`config.mk`:
```
export PLATFORM = sky130hd
export DESIGN_NAME = hold_repeat_ctrl
export DESIGN_NICKNAME = d
export VERILOG_FILES = /design/src/rtl/hold_repeat_ctrl_pkg.sv /design/src/rtl/hold_repeat_ctrl_btn_debounce.sv /design/src/rtl/hold_repeat_ctrl.sv
export SDC_FILE = /design/constraint.sdc
export NUM_CORES = 1
export LEC_CHECK = 0
export BUFFER_PORTS_ARGS = -buffer_cell sky130_fd_sc_hd__buf_2
export CORE_MARGIN = 5
export CORE_UTILIZATION = 60
export CTS_BUF_LIST = sky130_fd_sc_hd__clkbuf_8
export CTS_CLUSTER_SIZE = 40
export DETAILED_ROUTE_END_ITERATION = 8
export PLACE_DENSITY_LB_ADDON = 0.15
export SLEW_MARGIN = 30
export SYNTH_ARGS = -nofsm -noshare
export SYNTH_HDL_FRONTEND = slang
export SYNTH_SLANG_ARGS = --single-unit
export TNS_END_PERCENT = 20
```
`constraint.sdc`:
```
create_clock -name clk -period 6.8 [get_ports clk]
set_input_delay 1.36 -clock clk [delete_from_list [all_inputs] [get_ports clk]]
set_output_delay 1.36 -clock clk [all_outputs]
set_load 0.01 [all_outputs]
```
`src/rtl/hold_repeat_ctrl_pkg.sv`:
```
`default_nettype none
// +----------------------------------------------------------------------+
// | hold_pkg: shared state encoding and board-clock defaults             |
// | Revision: 1.0                                                        |
// +----------------------------------------------------------------------+
package hold_pkg;

  typedef enum logic [1:0] {
    IDLE  = 2'd0,
    FIRST = 2'd1,
    SLOW  = 2'd2,
    FAST  = 2'd3
  } hold_state_t;

  // Defaults assume a 100 MHz board clock.
  localparam int c_def_debounce_cycles = 1_000_000;
  localparam int c_def_init_delay      = 50_000_000;
  localparam int c_def_slow_period     = 20_000_000;
  localparam int c_def_fast_period     = 5_000_000;
  localparam int c_def_fast_after      = 4;
  localparam int c_def_step_slow       = 1;
  localparam int c_def_step_fast       = 8;
  localparam int c_def_sw              = 8;

  function automatic int max3(input int a, input int b, input int c);
    int m;
    m = (a > b) ? a : b;
    return (m > c) ? m : c;
  endfunction

endpackage
`default_nettype wire

```
`src/rtl/hold_repeat_ctrl_btn_debounce.sv`:
```
`default_nettype none
// +----------------------------------------------------------------------+
// | btn_debounce: 2-flop synchronizer plus stable-level counter          |
// | Revision: 1.0                                                        |
// +----------------------------------------------------------------------+
module btn_debounce
  import hold_pkg::*;
#(
  parameter int DEBOUNCE_CYCLES = c_def_debounce_cycles
) (
  input  logic clk,
  input  logic reset,
  input  logic i_button,
  output logic o_level,
  output logic o_rise
);

  localparam int              c_cw   = $clog2(DEBOUNCE_CYCLES + 1);
  localparam logic [c_cw-1:0] c_last = c_cw'(DEBOUNCE_CYCLES - 1);

  logic            r_sync1;
  logic            r_sync2;
  logic [c_cw-1:0] r_cnt;
  logic            r_level;
  logic            r_armed;
  logic            r_rise;
  logic            w_differ;
  logic            w_flip;

  // Synchronizer flops are left unreset so they keep tracking the pin.
  always_ff @(posedge clk) begin
    r_sync1 <= i_button;
    r_sync2 <= r_sync1;
  end

  assign w_differ = (r_sync2 != r_level);
  assign w_flip   = w_differ && (r_cnt == c_last);

  // A rise only counts once the button has been seen released since reset.
  always_ff @(posedge clk) begin
    if (reset) begin
      r_cnt   <= '0;
      r_level <= 1'b0;
      r_armed <= 1'b0;
      r_rise  <= 1'b0;
    end else begin
      r_rise  <= w_flip & ~r_level & r_armed;
      r_armed <= r_armed | (~r_level & ~r_sync2);
      if (w_flip) begin
        r_level <= ~r_level;
        r_cnt   <= '0;
      end else if (w_differ) begin
        r_cnt <= r_cnt + c_cw'(1);
      end else begin
        r_cnt <= '0;
      end
    end
  end

  assign o_level = r_level;
  assign o_rise  = r_rise;

endmodule
`default_nettype wire

```
`src/rtl/hold_repeat_ctrl.sv`:
```
`default_nettype none
// +----------------------------------------------------------------------+
// | hold_repeat_ctrl: press-and-hold auto-repeat step generator          |
// | Revision: 1.0                                                        |
// +----------------------------------------------------------------------+
module hold_repeat_ctrl
  import hold_pkg::*;
#(
  parameter int DEBOUNCE_CYCLES = c_def_debounce_cycles,
  parameter int INIT_DELAY      = c_def_init_delay,
  parameter int SLOW_PERIOD     = c_def_slow_period,
  parameter int FAST_PERIOD     = c_def_fast_period,
  parameter int FAST_AFTER      = c_def_fast_after,
  parameter int STEP_SLOW       = c_def_step_slow,
  parameter int STEP_FAST       = c_def_step_fast,
  parameter int SW              = c_def_sw
) (
  input  logic          clk,
  input  logic          reset,
  input  logic          i_button,
  output logic          o_step_valid,
  input  logic          i_step_ready,
  output logic [SW-1:0] o_step_size,
  output logic [1:0]    o_hold_level,
  output logic [7:0]    o_drop_count
);

  localparam int c_tmax = max3(INIT_DELAY, SLOW_PERIOD, FAST_PERIOD);
  localparam int c_tw   = ($clog2(c_tmax) < 1) ? 1 : $clog2(c_tmax);
  localparam int c_rw   = $clog2(FAST_AFTER + 1);

  localparam logic [c_tw-1:0] c_init_last  = c_tw'(INIT_DELAY - 1);
  localparam logic [c_tw-1:0] c_slow_last  = c_tw'(SLOW_PERIOD - 1);
  localparam logic [c_tw-1:0] c_fast_last  = c_tw'(FAST_PERIOD - 1);
  localparam logic [c_rw-1:0] c_fast_after = c_rw'(FAST_AFTER);
  localparam logic [SW-1:0]   c_step_slow  = SW'(STEP_SLOW);
  localparam logic [SW-1:0]   c_step_fast  = SW'(STEP_FAST);

  hold_state_t     r_state;
  hold_state_t     w_next;
  logic [c_tw-1:0] r_timer;
  logic [c_rw-1:0] r_rep;
  logic            w_level;
  logic            w_rise;
  logic            w_gen;
  logic [SW-1:0]   w_gen_size;
  logic            r_valid;
  logic [SW-1:0]   r_size;
  logic [7:0]      r_drop;

  btn_debounce #(
    .DEBOUNCE_CYCLES(DEBOUNCE_CYCLES)
  ) u_debounce (
    .clk     (clk),
    .reset   (reset),
    .i_button(i_button),
    .o_level (w_level),
    .o_rise  (w_rise)
  );

  always_ff @(posedge clk) begin
    if (reset) r_state <= IDLE;
    else       r_state <= w_next;
  end

  // Release wins over a repeat that falls due in the same cycle.
  always_comb begin
    w_next     = r_state;
    w_gen      = 1'b0;
    w_gen_size = c_step_slow;
    if (r_state != IDLE && !w_level) begin
      w_next = IDLE;
    end else begin
      case (r_state)
        IDLE: begin
          if (w_rise) begin
            w_gen  = 1'b1;
            w_next = FIRST;
          end
        end
        FIRST: begin
          if (r_timer == c_init_last) begin
            w_gen  = 1'b1;
            w_next = (FAST_AFTER <= 1) ? FAST : SLOW;
          end
        end
        SLOW: begin
          if (r_timer == c_slow_last) begin
            w_gen = 1'b1;
            if (r_rep + c_rw'(1) >= c_fast_after) w_next = FAST;
          end
        end
        FAST: begin
          if (r_timer == c_fast_last) begin
            w_gen      = 1'b1;
            w_gen_size = c_step_fast;
          end
        end
        default: w_next = IDLE;
      endcase
    end
  end

  always_comb begin
    o_hold_level = r_state;
  end

  always_ff @(posedge clk) begin
    if (reset) begin
      r_timer <= '0;
      r_rep   <= '0;
    end else begin
      if (r_state == IDLE || w_next != r_state || w_gen) r_timer <= '0;
      else                                               r_timer <= r_timer + c_tw'(1);

      if (r_state == FIRST && w_gen)     r_rep <= c_rw'(1);
      else if (r_state == SLOW && w_gen) r_rep <= r_rep + c_rw'(1);
      else if (w_next == IDLE)           r_rep <= '0;
    end
  end

  // A new step loads if the slot is free or being retired this cycle.
  always_ff @(posedge clk) begin
    if (reset) begin
      r_valid <= 1'b0;
      r_size  <= '0;
      r_drop  <= '0;
    end else begin
      if (w_gen && (!r_valid || i_step_ready)) begin
        r_valid <= 1'b1;
        r_size  <= w_gen_size;
      end else begin
        if (w_gen && r_drop != 8'hFF) r_drop <= r_drop + 8'd1;
        if (r_valid && i_step_ready)  r_valid <= 1'b0;
      end
    end
  end

  assign o_step_valid = r_valid;
  assign o_step_size  = r_size;
  assign o_drop_count = r_drop;

endmodule
`default_nettype wire
```
==> qor.yml, run 1 <==
cts_resized: 0
hold_path_end: "u_debounce.r_sync2"
ant_nets: 0
critPathSlowestCell: "nand2_1"
drt_iter0_drc: 102
grt-ovfl-total: 0
ctsHoldBuffers: 0
synthDistinctLibCells: 46
cts-root-buf: "clkbuf_8"
reg2reg_slack_ps: 4160
holdCritStartpoint: "u_debounce.r_sync1"
grt_use_total: 0.1968
nNetsFinal: 372
clock_latency_ps: 350
reg2reg_depth: 7
final_common_cell: "nor2_1"
cp_cell_sequence: "nor4b_2 -> nand3b_1 -> or4_4 -> o21ai_0 -> inv_1 -> nand2_1 -> nor2_1"
antenna_found_initial: 0
cap_viol_max_count: 0
design_area_sq_mm: 0.003322
layout_common_cells: "68 x nor2_1, 67 x dfxtp_1, 28 x xor2_1"
place_area_sq_mm: 0.003118
synth_top_area_share: 0.4421
r2r_end: "r_timer[19]"
synth_area_leaders: "dfxtp_1 44%, nor2_1 8.4%, xor2_1 8.1%, xnor2_1 4.9%, nand3_1 4.3%"
num_vias: 2390
holdPathStages: 0
hold_class: "flip-flop to flip-flop"
routedWlPerCell_um: 13.19
post_cts_buffers: 0
critPathBufInv: 1
p_per_area_mw_per_mm2: 225.2
wirelength_um: 5712
critPathMaxStageDelay_ps: 620
dieArea_sq_mm: 0.006579
clock.fmax_mhz: 379.0
finalHoldViolCount: 0
synth-seq-cells: 67
core_area_sq_mm: 0.004817
status: "finished, final reports clean"
grt_max_degree: 26
ir_worst_vdd_mv: 0.1898
fp.dieH_um: 81.11
cts_tree: "yes"
skew_ps: 12.20
power_w: 0.0007480
fin_cells: 433
cts.sinks: 67
clock_tree.buffer_depth: 2
totalNegativeSetupSlack_ps: 0
synth.avg_cell_area_sq_um: 8.769
drive_gt1_frac: 0.1120
crit_path_end_kind: "flip-flop"
syn_inst: 346
drc: 0
ys.flop_type: "dfxtp_1"
cts_buffers: 9
clk_pin_slew_ps: 70
syn_area_sq_mm: 0.003034
yosysSeqAreaShare: 0.4421
drt_pass1_iterations: 4
criticalPathCategory: "flip-flop to flip-flop"
period_share: 0.3880
syn_to_final_growth_pct: 9.485
cts_max_level: 3
cp_top_family: "simple AND/OR/NAND/NOR gates"
worstPathMaxFanout: 25
ys_warn_count: 0
dp_cells: 419
row_count: 25
report.final.slew_viol_count: 0
gp_congestion: 0.8393
grt_pass1_vias: 2239
start_kind: "flip-flop"
relSlewSlack: 0.4239
yosysTopAreaCell: "dfxtp_1"
leakagePower_nw: 1.149
io_buffers: 16
worst_pin_slew_ps: 857.5
synth_edf_count: 0
cp.required_ps: 6990
viasPerCell: 5.520
rsz0062_at_grt: "false"
start_util: 0.6299
die_w_um: 81.11
dp_hpwl_um: 3975
fin_crit_ps: 2639
io_pins: 23
arrival_ps: 2830
grt_pass1_wl_um: 10010
diodes: 0
async_flop_share: 0
setup_viol: 0
n_fill_cell: 399
r2r-start: "o_hold_level[0]"
## final cells by class
type,count,area [sq um],area share
inverters,7,26.28,0.007910
clock inverters,5,80.08,0.02411
clock buffers,9,123.9,0.03729
flip-flops and latches,67,1341,0.4038
well taps,67,83.83,0.02524
repair buffers,16,80.08,0.02411
multi-input cells,262,1587,0.4776
## stage by stage
| step | util | hold slack [ps] | setup WS, ps |
|---|---|---|---|
| after floorplan | - | 309.6 | 4244 |
| after detailed placement | 0.6473 | 322.2 | 3893 |
| after global routing | 0.6896 | 340.8 | 3896 |
| after CTS | 0.6896 | 338.4 | 4127 |
| final | 0.6896 | 334.9 | 4161 |
| after global placement | 0.6473 | 312.4 | 3971 |
## per-layer routing
layer | part of all wire | vias to the layer above | global-route usage
met5 | 0 | - | 0
met2 | 0.48 | 59 | 0.3342
met4 | 0.016 | 0 | 0.06588
met1 | 0.46 | 1111 | 0.2342
li1 | - | 1213 | -
met3 | 0.050 | 7 | 0.06319
## Yosys cell counts (6+ instances only)
cell type	number
o21ai_0	8
nor2_1	68
nand2_1	23
and3_1	9
nor3_1	6
nand4_1	11
xnor2_1	17
nand3_1	26
xor2_1	28
buf_4	6
a21oi_1	9
dfxtp_1	67
inv_1	7
## registers in the layout (all words and copies together), names as in the netlist, 2 cells and up
name,flops
u_debounce.r_cnt,20
o_hold_level,2
r_timer,26
o_drop_count,8
o_step_size,2
r_rep,3
## power breakdown
| group | total, W | switching (W) | internal (W) |
|---|---|---|---|
| clock | 0.000345 | 0.000144 | 0.000201 |
| combinational | 0.00000777 | 0.00000599 | 0.00000178 |
| sequential | 0.000395 | 0.000000922 | 0.000394 |
## how the worst max path moves through the flow
stage	from	slack [ps]	depth (start not counted)	endpoint
2_1_floorplan	i_step_ready	4240	6	o_drop_count[2]
3_3_place_gp	reset	3970	6	r_timer[17]
3_5_place_dp	reset	3890	6	r_timer[4]
4_1_cts	r_timer[0]	4130	8	r_timer[19]
5_1_grt	r_timer[4]	3900	7	r_timer[19]
6_report	o_hold_level[0]	4160	7	r_timer[19]
## logic make-up (layout without fill, tap and decap cells)
logic type | Yosys count | in the layout | synth area share
adders and majority gates | 5 | 5 | 0.02062
AOI/OAI and AO/OA | 26 | 26 | 0.05279
and+or+nand+nor | 177 | 177 | 0.3023
xor gates and xnor gates | 45 | 45 | 0.1299
muxes | 3 | 3 | 0.009897
buffers and inverters | 22 | 37 | 0.04124
other | 1 | 6 | 0.001236
DFF | 67 | 67 | 0.4421
(Power assumes the default switching activity.)
==> inputs of run 2 (changes only) <==
clock period = 2.6 ns   (was 6.8 ns; I/O delays follow)
==> run 2 against run 1 <==
  * Worst hold slack got worse by 58 ps
  * Count of clock-buffer cells in the layout stayed put
  * Design area rose by 1.8%
  * Critical path type unchanged
  * Power rose to 2.6 times the previous value
  * Sequential share of layout area fell by 0.68 points
  * Largest power group unchanged
  * Setup slack lost 4000 ps
  * Sequential power grew to 2.6 times the previous value
==> qor.yml, run 2 (synthesis gave the netlist of run 1 again) <==
power.switching_w: 0.0004010  # was 0.0001509 W
antenna_found_initial: 0  # unchanged
cts_buffers: 9  # unchanged
period_share: 0.9312  # was 0.3880
dr.max_layer_used: "met4"  # unchanged
arrival_ps: 2680  # was 2830 ps
dp_hpwl_um: 3906  # was 3975 um
p_per_area_mw_per_mm2: 583.7  # was 225.2 mW/mm^2
pwr-share-clk: 0.466  # was 0.462
fin_cells: 438  # was 433
nNetsFinal: 375  # was 372
grt_pass1_wl_um: 9770  # was 10010 um
clock_latency_ps: 340  # was 350 ps
fp.dieH_um: 81.11  # unchanged
routedWlPerCell_um: 12.68  # was 13.19 um
drt_iter0_drc: 133  # was 102
cts-root-buf: "clkbuf_8"  # unchanged
holdPathStages: 1  # was 0
die_w_um: 81.11  # unchanged
top_register: "r_timer"  # unchanged
viasPerCell: 5.340  # was 5.520
rsz0062_at_grt: "false"  # unchanged
clk_pin_slew_ps: 80  # was 70 ps
cts_tree: "yes"  # unchanged
intPower_w: 0.001573  # was 0.0005971 W
io_buffers: 16  # unchanged
n_fill_cell: 397  # was 399
gp_congestion: 0.8375  # was 0.8393
dieArea_sq_mm: 0.006579  # unchanged
start_kind: "flip-flop"  # unchanged
dr_wl_met2_um: 2533  # was 2724 um
drc: 0  # unchanged
crit_path_end_kind: "flip-flop"  # unchanged
report.final.slew_viol_count: 0  # unchanged
holdCritStartpoint: "i_button"  # was u_debounce.r_sync1
power_w: 0.001974  # was 0.0007480 W
wl_met3_um: 243  # was 286 um
leakagePower_nw: 1.180  # was 1.149 nW
power_frac_seq: 0.523  # was 0.528
clock_tree.buffer_depth: 2  # unchanged
swShare: 0.2031  # was 0.2017
ctsHoldBuffers: 0  # unchanged
finalHoldViolCount: 0  # unchanged
setup_viol: 0  # unchanged
cp_top_family: "simple AND/OR/NAND/NOR gates"  # unchanged
critPathBufInv: 0  # was 1
cp.required_ps: 2860  # was 6990 ps
r2r_end: "o_drop_count[6]"  # was r_timer[19]
ant_nets: 0  # unchanged
dp_cells: 422  # was 419
skew_ps: 11.30  # was 12.20 ps
ir_worst_vdd_mv: 0.5179  # was 0.1898 mV
cap_viol_max_count: 0  # unchanged
grt_pass1_vias: 2205  # was 2239
reg2reg_depth: 7  # unchanged
cts.sinks: 67  # unchanged
reg2reg_slack_ps: 180  # was 4160 ps
io_pins: 23  # unchanged
critPathMaxStageDelay_ps: 520  # was 620 ps
grt_use_total: 0.1926  # was 0.1968
drt_pass1_iterations: 4  # unchanged
hold_path_end: "u_debounce.r_sync1"  # was u_debounce.r_sync2
grt_max_degree: 26  # unchanged
hold_class: "input pin to flip-flop"  # was flip-flop to flip-flop
cts_max_level: 3  # unchanged
syn_to_final_growth_pct: 11.46  # was 9.485%
clock.fmax_mhz: 413.1  # was 379.0 MHz
start_util: 0.6299  # unchanged
combPwrFrac: 0.011  # was 0.010
critPathSlowestCell: "or4_4"  # was nand2_1
drt-met1-wl_um: 2696  # was 2608 um
r2r-start: "r_timer[16]"  # was o_hold_level[0]
row_count: 25  # unchanged
status: "finished, final reports clean"  # unchanged
num_vias: 2339  # was 2390
wirelength_um: 5552  # was 5712 um
multi_input_area_sq_mm: 0.001597  # was 0.001587 sq mm
layout_common_cells: "68 x nor2_1, 66 x dfxtp_1, 28 x xor2_1"  # was 68 x nor2_1, 67 x dfxtp_1, 28 x xor2_1
largest_reg_flops: 26  # unchanged
diodes: 0  # unchanged
final_common_cell: "nor2_1"  # unchanged
post_cts_buffers: 0  # unchanged
fin_crit_ps: 2421  # was 2639 ps
grt-ovfl-total: 0  # unchanged
cts_resized: 0  # unchanged
cp_cell_sequence: "nor4b_2 -> nand3b_1 -> or4_4 -> a31oi_2 -> o21ai_4 -> or4_1 -> a21oi_1"  # was nor4b_2 -> nand3b_1 -> or4_4 -> o21ai_0 -> inv_1 -> nand2_1 -> nor2_1
post-place-ws_ps: 205.4  # was 3893 ps
register_area_sq_mm: 0.001343  # was 0.001341 sq mm
totalNegativeSetupSlack_ps: 0  # unchanged
criticalPathCategory: "flip-flop to flip-flop"  # unchanged
worst_slack_ps: 179.0  # was 4161 ps
drive_gt1_frac: 0.1267  # was 0.1120
worstPathMaxFanout: 14  # was 25
core_area_sq_mm: 0.004817  # unchanged
==> run 2: cell count changes in the layout (fill, tap and decap cells not counted), sizes merged <==
cell	before	now
clkinv	1	3
inv	7	8
buf	16	19
clkinvlp	2	1
==> run 2: per-stage QoR <==
stage / utilization / hold WS [ps] / area [sq um]
floorplan: - / 309.6 / 3053
global placement: 0.6545 / 312.1 / 3153
detailed placement: 0.6545 / 315.3 / 3153
CTS: 0.6997 / 258.4 / 3371
global route: 0.7021 / 261.3 / 3382
finish: 0.7021 / 277.3 / 3382
==> run 2: per-layer routing <==
layer | vias up | GRT usage
li1 | 1221 | -
met1 | 1068 | 0.2488
met2 | 43 | 0.2964
met3 | 7 | 0.05100
met4 | 0 | 0.09628
met5 | - | 0
==> run 2: how the worst max path moves through the flow <==
stage               startpoint               to  slack [ps]  cells past startpoint
6_report           r_timer[16]  o_drop_count[6]         180                      7
5_1_grt            r_timer[16]  o_drop_count[6]         0.6                      7
4_1_cts             r_timer[0]  o_drop_count[6]         170                      8
3_5_place_dp        r_timer[0]  o_drop_count[6]         210                      8
3_3_place_gp        r_timer[0]  o_drop_count[7]         290                      8
2_1_floorplan  o_hold_level[0]  o_drop_count[2]         450                      8
==> run 2: power groups by stage <==
| stage | Sequential, W | Clock (W) | Combinational [W] |
|---|---|---|---|
| 2_1_floorplan | 0.00106 | 0 | 0.0000244 |
| 3_3_place_gp | 0.00106 | 0 | 0.0000211 |
| 3_5_place_dp | 0.00106 | 0 | 0.0000216 |
| 4_1_cts | 0.00103 | 0.000947 | 0.0000216 |
| 5_1_grt | 0.00103 | 0.000999 | 0.0000252 |
| 6_report | 0.00103 | 0.000920 | 0.0000215 |
==> run 2: worst reg2reg max path, cell delays in order (launching register included) <==
cell and delay, ps:
dfxtp_1 370, nor4b_2 310, nand3b_1 150, or4_4 520
a31oi_2 250, o21ai_4 160, or4_1 430, a21oi_1 160
==> run 2: final cells by class <==
class / instances / area share
sequential: 67 / 0.3970
timing repair buffer: 19 / 0.03404
multi-input combinational: 262 / 0.4721
clock inverter: 7 / 0.02775
inverter: 7 / 0.007769
clock buffer: 9 / 0.03663
tap: 67 / 0.02479
